**src/rtl/io_keysw_responder_if.sv**
```systemverilog
// Data-memory bus between the CPU load/store path and the key/switch responder.
// The CPU drives address, store data and strobes; the device returns read data and a select.
interface io_keysw_responder_if #(
  parameter int DBITS = 16
);
  logic [DBITS-1:0] addr;
  logic [DBITS-1:0] din;
  logic             we;
  logic             re;
  logic [DBITS-1:0] dout;
  logic             sel;

  modport master (output addr, output din, output we, output re, input dout, input sel);
  modport slave  (input addr, input din, input we, input re, output dout, output sel);
endinterface

```
**src/rtl/io_keysw_responder.sv**
```systemverilog
// Memory-mapped KEY/SW responder: per-bank 2-flop sync, debounce, READY/OVR/IE status, IRQ.
// One bank module handles either input group; the top decodes the four registers.
module io_keysw_bank #(
  parameter int WIDTH    = 4,
  parameter int DEBOUNCE = 500000,
  parameter int CNTBITS  = 20
) (
  input  logic             clk,
  input  logic             reset,
  input  logic [WIDTH-1:0] raw,
  input  logic             rd_data,
  input  logic             wr_ctrl,
  input  logic             ovr_keep,
  input  logic             ie_in,
  output logic [WIDTH-1:0] deb,
  output logic             ready,
  output logic             ovr,
  output logic             ie
);
  logic [WIDTH-1:0]   sync1_r, sync2_r, cand_r, deb_r;
  logic [CNTBITS-1:0] cnt_r;
  logic               ready_r, ovr_r, ie_r;
  logic [WIDTH-1:0]   cand_s, deb_s;
  logic [CNTBITS-1:0] cnt_s;
  logic               event_s, ready_s, ovr_s, ie_s;

  // Debounce next state: a new level must stay put for DEBOUNCE cycles before it is accepted.
  always_comb begin
    cand_s  = cand_r;
    deb_s   = deb_r;
    cnt_s   = cnt_r;
    event_s = 1'b0;
    if (sync2_r != cand_r) begin
      cand_s = sync2_r;
      cnt_s  = {CNTBITS{1'b0}};
    end else if ((sync2_r != deb_r) && (cnt_r == CNTBITS'(DEBOUNCE - 1))) begin
      deb_s   = cand_r;
      cnt_s   = {CNTBITS{1'b0}};
      event_s = 1'b1;
    end else if (sync2_r != deb_r) begin
      cnt_s = cnt_r + CNTBITS'(1);
    end else begin
      cnt_s = {CNTBITS{1'b0}};
    end
  end

  // Status next state: a change event outranks a same-cycle read, and a set outranks a clear.
  always_comb begin
    ready_s = ready_r;
    ovr_s   = ovr_r;
    ie_s    = ie_r;
    if (event_s) begin
      ready_s = 1'b1;
    end else if (rd_data) begin
      ready_s = 1'b0;
    end else begin
      ready_s = ready_r;
    end
    if (event_s && ready_r && !rd_data) begin
      ovr_s = 1'b1;
    end else if (wr_ctrl && !ovr_keep) begin
      ovr_s = 1'b0;
    end else begin
      ovr_s = ovr_r;
    end
    if (wr_ctrl) begin
      ie_s = ie_in;
    end else begin
      ie_s = ie_r;
    end
  end

  // Bank state registers, including the two-flop synchronizer.
  always_ff @(posedge clk) begin
    if (reset) begin
      sync1_r <= {WIDTH{1'b0}};
      sync2_r <= {WIDTH{1'b0}};
      cand_r  <= {WIDTH{1'b0}};
      deb_r   <= {WIDTH{1'b0}};
      cnt_r   <= {CNTBITS{1'b0}};
      ready_r <= 1'b0;
      ovr_r   <= 1'b0;
      ie_r    <= 1'b0;
    end else begin
      sync1_r <= raw;
      sync2_r <= sync1_r;
      cand_r  <= cand_s;
      deb_r   <= deb_s;
      cnt_r   <= cnt_s;
      ready_r <= ready_s;
      ovr_r   <= ovr_s;
      ie_r    <= ie_s;
    end
  end

  assign deb   = deb_r;
  assign ready = ready_r;
  assign ovr   = ovr_r;
  assign ie    = ie_r;
endmodule

module io_keysw_responder #(
  parameter int              DBITS      = 16,
  parameter int              DEBOUNCE   = 500000,
  parameter int              CNTBITS    = 20,
  parameter logic [DBITS-1:0] ADDR_KDATA = 16'hFFF0,
  parameter logic [DBITS-1:0] ADDR_SDATA = 16'hFFF2,
  parameter logic [DBITS-1:0] ADDR_KCTRL = 16'hFFF4,
  parameter logic [DBITS-1:0] ADDR_SCTRL = 16'hFFF6
) (
  input  logic                  clk,
  input  logic                  reset,
  input  logic [3:0]            key,
  input  logic [9:0]            sw,
  io_keysw_responder_if.slave   bus,
  output logic                  irq
);
  logic [3:0] kdeb_s;
  logic [9:0] sdeb_s;
  logic       kready_s, kovr_s, kie_s, sready_s, sovr_s, sie_s;
  logic       unused_din_s;

  io_keysw_bank #(.WIDTH(4), .DEBOUNCE(DEBOUNCE), .CNTBITS(CNTBITS)) u_key (
    .clk      (clk),
    .reset    (reset),
    .raw      (key),
    .rd_data  (bus.re && (bus.addr == ADDR_KDATA)),
    .wr_ctrl  (bus.we && (bus.addr == ADDR_KCTRL)),
    .ovr_keep (bus.din[1]),
    .ie_in    (bus.din[4]),
    .deb      (kdeb_s),
    .ready    (kready_s),
    .ovr      (kovr_s),
    .ie       (kie_s)
  );

  io_keysw_bank #(.WIDTH(10), .DEBOUNCE(DEBOUNCE), .CNTBITS(CNTBITS)) u_sw (
    .clk      (clk),
    .reset    (reset),
    .raw      (sw),
    .rd_data  (bus.re && (bus.addr == ADDR_SDATA)),
    .wr_ctrl  (bus.we && (bus.addr == ADDR_SCTRL)),
    .ovr_keep (bus.din[1]),
    .ie_in    (bus.din[4]),
    .deb      (sdeb_s),
    .ready    (sready_s),
    .ovr      (sovr_s),
    .ie       (sie_s)
  );

  // Combinational read mux; unmapped addresses return a recognisable marker.
  always_comb begin
    bus.dout = DBITS'(16'hDEAD);
    bus.sel  = 1'b1;
    case (bus.addr)
      ADDR_KDATA: bus.dout = {{(DBITS-4){1'b0}}, kdeb_s};
      ADDR_SDATA: bus.dout = {{(DBITS-10){1'b0}}, sdeb_s};
      ADDR_KCTRL: bus.dout = {{(DBITS-5){1'b0}}, kie_s, 2'b00, kovr_s, kready_s};
      ADDR_SCTRL: bus.dout = {{(DBITS-5){1'b0}}, sie_s, 2'b00, sovr_s, sready_s};
      default: begin
        bus.dout = DBITS'(16'hDEAD);
        bus.sel  = 1'b0;
      end
    endcase
  end

  assign irq          = (kready_s & kie_s) | (sready_s & sie_s);
  assign unused_din_s = ^{bus.din[DBITS-1:5], bus.din[3:2], bus.din[0]};
endmodule

```
**src/flat_wrapper.sv**
```systemverilog
// flat-port wrapper written by rule: the top's interface ports become plain ports
module io_keysw_responder_flat 
#(
  parameter int              DBITS      = 16,
  parameter int              DEBOUNCE   = 500000,
  parameter int              CNTBITS    = 20,
  parameter logic [DBITS-1:0] ADDR_KDATA = 16'hFFF0,
  parameter logic [DBITS-1:0] ADDR_SDATA = 16'hFFF2,
  parameter logic [DBITS-1:0] ADDR_KCTRL = 16'hFFF4,
  parameter logic [DBITS-1:0] ADDR_SCTRL = 16'hFFF6
)
  (clk, reset, key, sw, irq, bus_addr, bus_din, bus_we, bus_re, bus_dout, bus_sel);
  io_keysw_responder_if #(.DBITS(DBITS)) bus_i ();
  input  logic clk;
  input  logic reset;
  input  logic [3:0] key;
  input  logic [9:0] sw;
  output logic irq;
  input wire logic [$bits(bus_i.addr)-1:0] bus_addr;
  input wire logic [$bits(bus_i.din)-1:0] bus_din;
  input wire logic [$bits(bus_i.we)-1:0] bus_we;
  input wire logic [$bits(bus_i.re)-1:0] bus_re;
  output wire logic [$bits(bus_i.dout)-1:0] bus_dout;
  output wire logic [$bits(bus_i.sel)-1:0] bus_sel;
  assign bus_i.addr = bus_addr;
  assign bus_i.din = bus_din;
  assign bus_i.we = bus_we;
  assign bus_i.re = bus_re;
  assign bus_dout = bus_i.dout;
  assign bus_sel = bus_i.sel;
  io_keysw_responder #(.DBITS(DBITS), .DEBOUNCE(DEBOUNCE), .CNTBITS(CNTBITS), .ADDR_KDATA(ADDR_KDATA), .ADDR_SDATA(ADDR_SDATA), .ADDR_KCTRL(ADDR_KCTRL), .ADDR_SCTRL(ADDR_SCTRL)) u_core (.clk(clk), .reset(reset), .key(key), .sw(sw), .bus(bus_i), .irq(irq));
endmodule
```
**config.mk**
```make
export PLATFORM = sky130hd
export DESIGN_NAME = io_keysw_responder_flat
export DESIGN_NICKNAME = d
export VERILOG_FILES = /design/src/rtl/io_keysw_responder_if.sv /design/src/rtl/io_keysw_responder.sv /design/src/flat_wrapper.sv
export SDC_FILE = /design/constraint.sdc
export NUM_CORES = 1
export LEC_CHECK = 0
export ABC_AREA = 1
export CORE_MARGIN = 2
export CORE_UTILIZATION = 55
export DETAILED_ROUTE_END_ITERATION = 7
export GPL_ROUTABILITY_DRIVEN = 0
export PLACE_DENSITY = 0.78
export SLEW_MARGIN = 15
export SYNTH_ARGS = -nofsm -noshare
export SYNTH_HDL_FRONTEND = slang
export SYNTH_SLANG_ARGS = --single-unit
```
**constraint.sdc**
```tcl
create_clock -name clk -period 1.85 [get_ports clk]
set_clock_uncertainty 0.1 [all_clocks]
set_input_delay 0.185 -clock clk [delete_from_list [all_inputs] [get_ports clk]]
set_output_delay 0.185 -clock clk [all_outputs]
set_load 0.1 [all_outputs]
```
==> impl_results.md <==
* # clock sinks at 102
* Crit end category: primary output
* Detailed Route Iter0 Violations at 210
* Clk Latency, worst-skew pair at 0.38 ns
* Final Critical Period at 1.83 ns
* Syn avg cell area at 6.90 um2
* Synth unique cells at 35
* Share of cells above drive strength 1 at 18.1%
* Worst vdd ir at 0.442 mV
* Top post-synthesis cells by area: dfxtp_1 42%, nor2_1 12%, nand2_1 10%
* Hold-fix buffers, CTS at 0
* Hold Fails Final Rpt at 0
* Synth Cell Area at 4810 um2
* Drt drc at 0
* Final setup TNS at 0 ns
* H-Tree Level Count at 3
* Number of buffers created by CTS at 9
* Met2 wire length at 5.95 mm
* Vias in the first global route at 4340
* First-pass GRT wire length at 18.7 mm
* DR top layer: met4
* Routed met3 length at 499 um
* GRT overflow at 0
* Largest net degree at the start of global routing at 37
* DR vias at 4445
* Initial antenna violation count at 0
* Row count at 34
* Data arrival time of the critical path at 1.54 ns
* Area leader, netlist: dfxtp_1
* Reg clk slew, reported paths at 0.10 ns
* P_leak at 0.00261 uW
* IO Count at 68
* CP cell instances: clkdlybuf4s15_2 -> nor2_2 -> nand3_2 -> inv_2 -> nand3_4 -> nand4_4 -> clkinvlp_4 -> buf_12
* Most common cell after layout, fill and taps aside: nor2_1
* Chip Width at 97.5 um
* Worst path slowest cell: clkinvlp_4
* Final WL at 11.4 mm
* Max Cap Violations at 0
* Gate family responsible for the most delay along the worst path: buffers and inverters
* Syn-to-layout area delta at 31.5%
* Placement Cell Area at 5820 um2
* Post-synthesis sequential element count at 102
* Hold WC Path Type: in -> reg
* Syn Nets at 748
* Post-DRT Antenna Nets at 0
* Clock buffer depth at 2
* Syn. warnings at 0
* Overall Global Routing Usage at 23.7%
* Die area at 9500 um2
* Most frequent cells in the layout: 146 x nor2_1, 123 x nand2_1, 107 x inv_1, 100 x dfxtp_1, 32 x nand3_1
* Vias per std cell at 5.03
* Top-area cell type share of the netlist area at 42.5%
* PD cells at 646 nW/um2
* Post-DP HPWL at 7.72 mm
* RSZ-0062 raised after global routing: true
* Final setup fails at 0
* Post-route cell area at 6320 um2
* Avg WL per Cell at 13.0 um
* Worst Path Required at 1.56 ns
* Worst path max stage delay at 0.25 ns
* Router iterations before antenna repair at 5
* Register area share after synthesis at 42.5%
* Starting Density at 55.9%
* Kind of critical path: in -> out
* CTS tree: built
* Port bufs at 52
* Bufs and invs on worst path at 4
* Max Fclk at 547 MHz
* Highest fanout seen on the critical path at 6
* Total power at 4080 uW
* CORE AREA at 8590 um2
* Status: finished clean
* Part of the cycle the worst path needs at 98.8%
* Final net count at 823
* Met1 WL at 4.72 mm
* Fin. max-slew vios at 0
* Cell count after synthesis at 696
* Critical Path Start Type: input port
* Antenna cells at 0
* Die height at 97.5 um
* Root Buffer: clkbuf_8
-- through the flow --
step,hold WS (ns),instances,setup slack [ns],utilization (%)
after floorplan,0.192,696,-0.697,-
after global placement,0.290,858,-0.451,67.7
after detailed placement,0.298,858,-0.474,67.7
after CTS,0.0653,876,0.000424,70.7
after global routing,0.115,883,-0.0495,73.5
final,0.0787,883,0.0222,73.5
-- synthesized netlist by cell type (all sizes together) --
cell type,number
xor2,21
o21bai,1
nor2,163
nand3,44
and2,2
nand2,133
o211ai,2
nand4,12
or2,1
dfxtp,102
nor3,31
a211oi,1
inv,118
xnor2,14
o221ai,1
nor4,1
o2111ai,1
o21a,1
buf,11
clkbuf,6
conb,1
o21ai,10
ha,2
a21oi,12
a31oi,5
-- flip-flops by register name, indices dropped and copies added, names as in the netlist, 4 cells and up --
register	flops
u_core.u_key.cand_r	4
u_core.u_key.cnt_r	20
u_core.u_key.deb	4
u_core.u_key.sync1_r	4
u_core.u_key.sync2_r	4
u_core.u_sw.cand_r	10
u_core.u_sw.cnt_r	20
u_core.u_sw.deb	10
u_core.u_sw.sync1_r	10
u_core.u_sw.sync2_r	10
-- worst paths after layout --
check	start	endpoint	slack [ns]	cells past startpoint
worst max register to register	u_core.u_sw.sync2_r[4]	u_core.u_sw.deb[4]	0.06	9
worst max-delay path	bus_addr[2]	bus_dout[14]	0.02	8
worst min register to register	u_core.u_sw.sync1_r[3]	u_core.u_sw.sync2_r[3]	0.31	2
worst min-delay path	reset	u_core.u_sw.cand_r[8]	0.08	2
-- area by class of cell --
class                   count  area, um2
clock buffers               9        124
fillers                   663       2270
inverters                 118        447
repair buffers             77        901
multi-input cells         463       2590
flip-flops and latches    102       2040
well taps                 108        135
clock inverters             6       78.8
-- per-layer routing --
layer  global-route usage, %  up-vias
met3                    5.32       27
li1                        -     2276
met4                    8.44        0
met5                       0        -
met1                    27.8     2029
met2                    42.3      113
-- power by group --
part / internal [uW] / switching [uW]
registers: 2230 / 25.6
logic: 152 / 212
clock network: 647 / 812
-- cell families (layout without fill, tap and decap cells) --
group / Yosys count / after routing / share of synthesized area (%)
AOI/OAI and AO/OA: 34 / 34 / 4.09
xor gates and xnor gates: 35 / 35 / 6.38
adders and majority gates: 2 / 2 / 0.521
buffers and inverters: 135 / 210 / 11.4
DFF: 102 / 102 / 42.5
other: 1 / 1 / 0.0780
and+or+nand+nor: 387 / 391 / 35.0
-- what timing repair did --
item,CTS,global route
gates resized for setup,66,52
cloned,0,4
buffers inserted,3,3
pin swaps,17,18
setup endpoints to repair,17,46
Power figures use the tool's default switching activity.
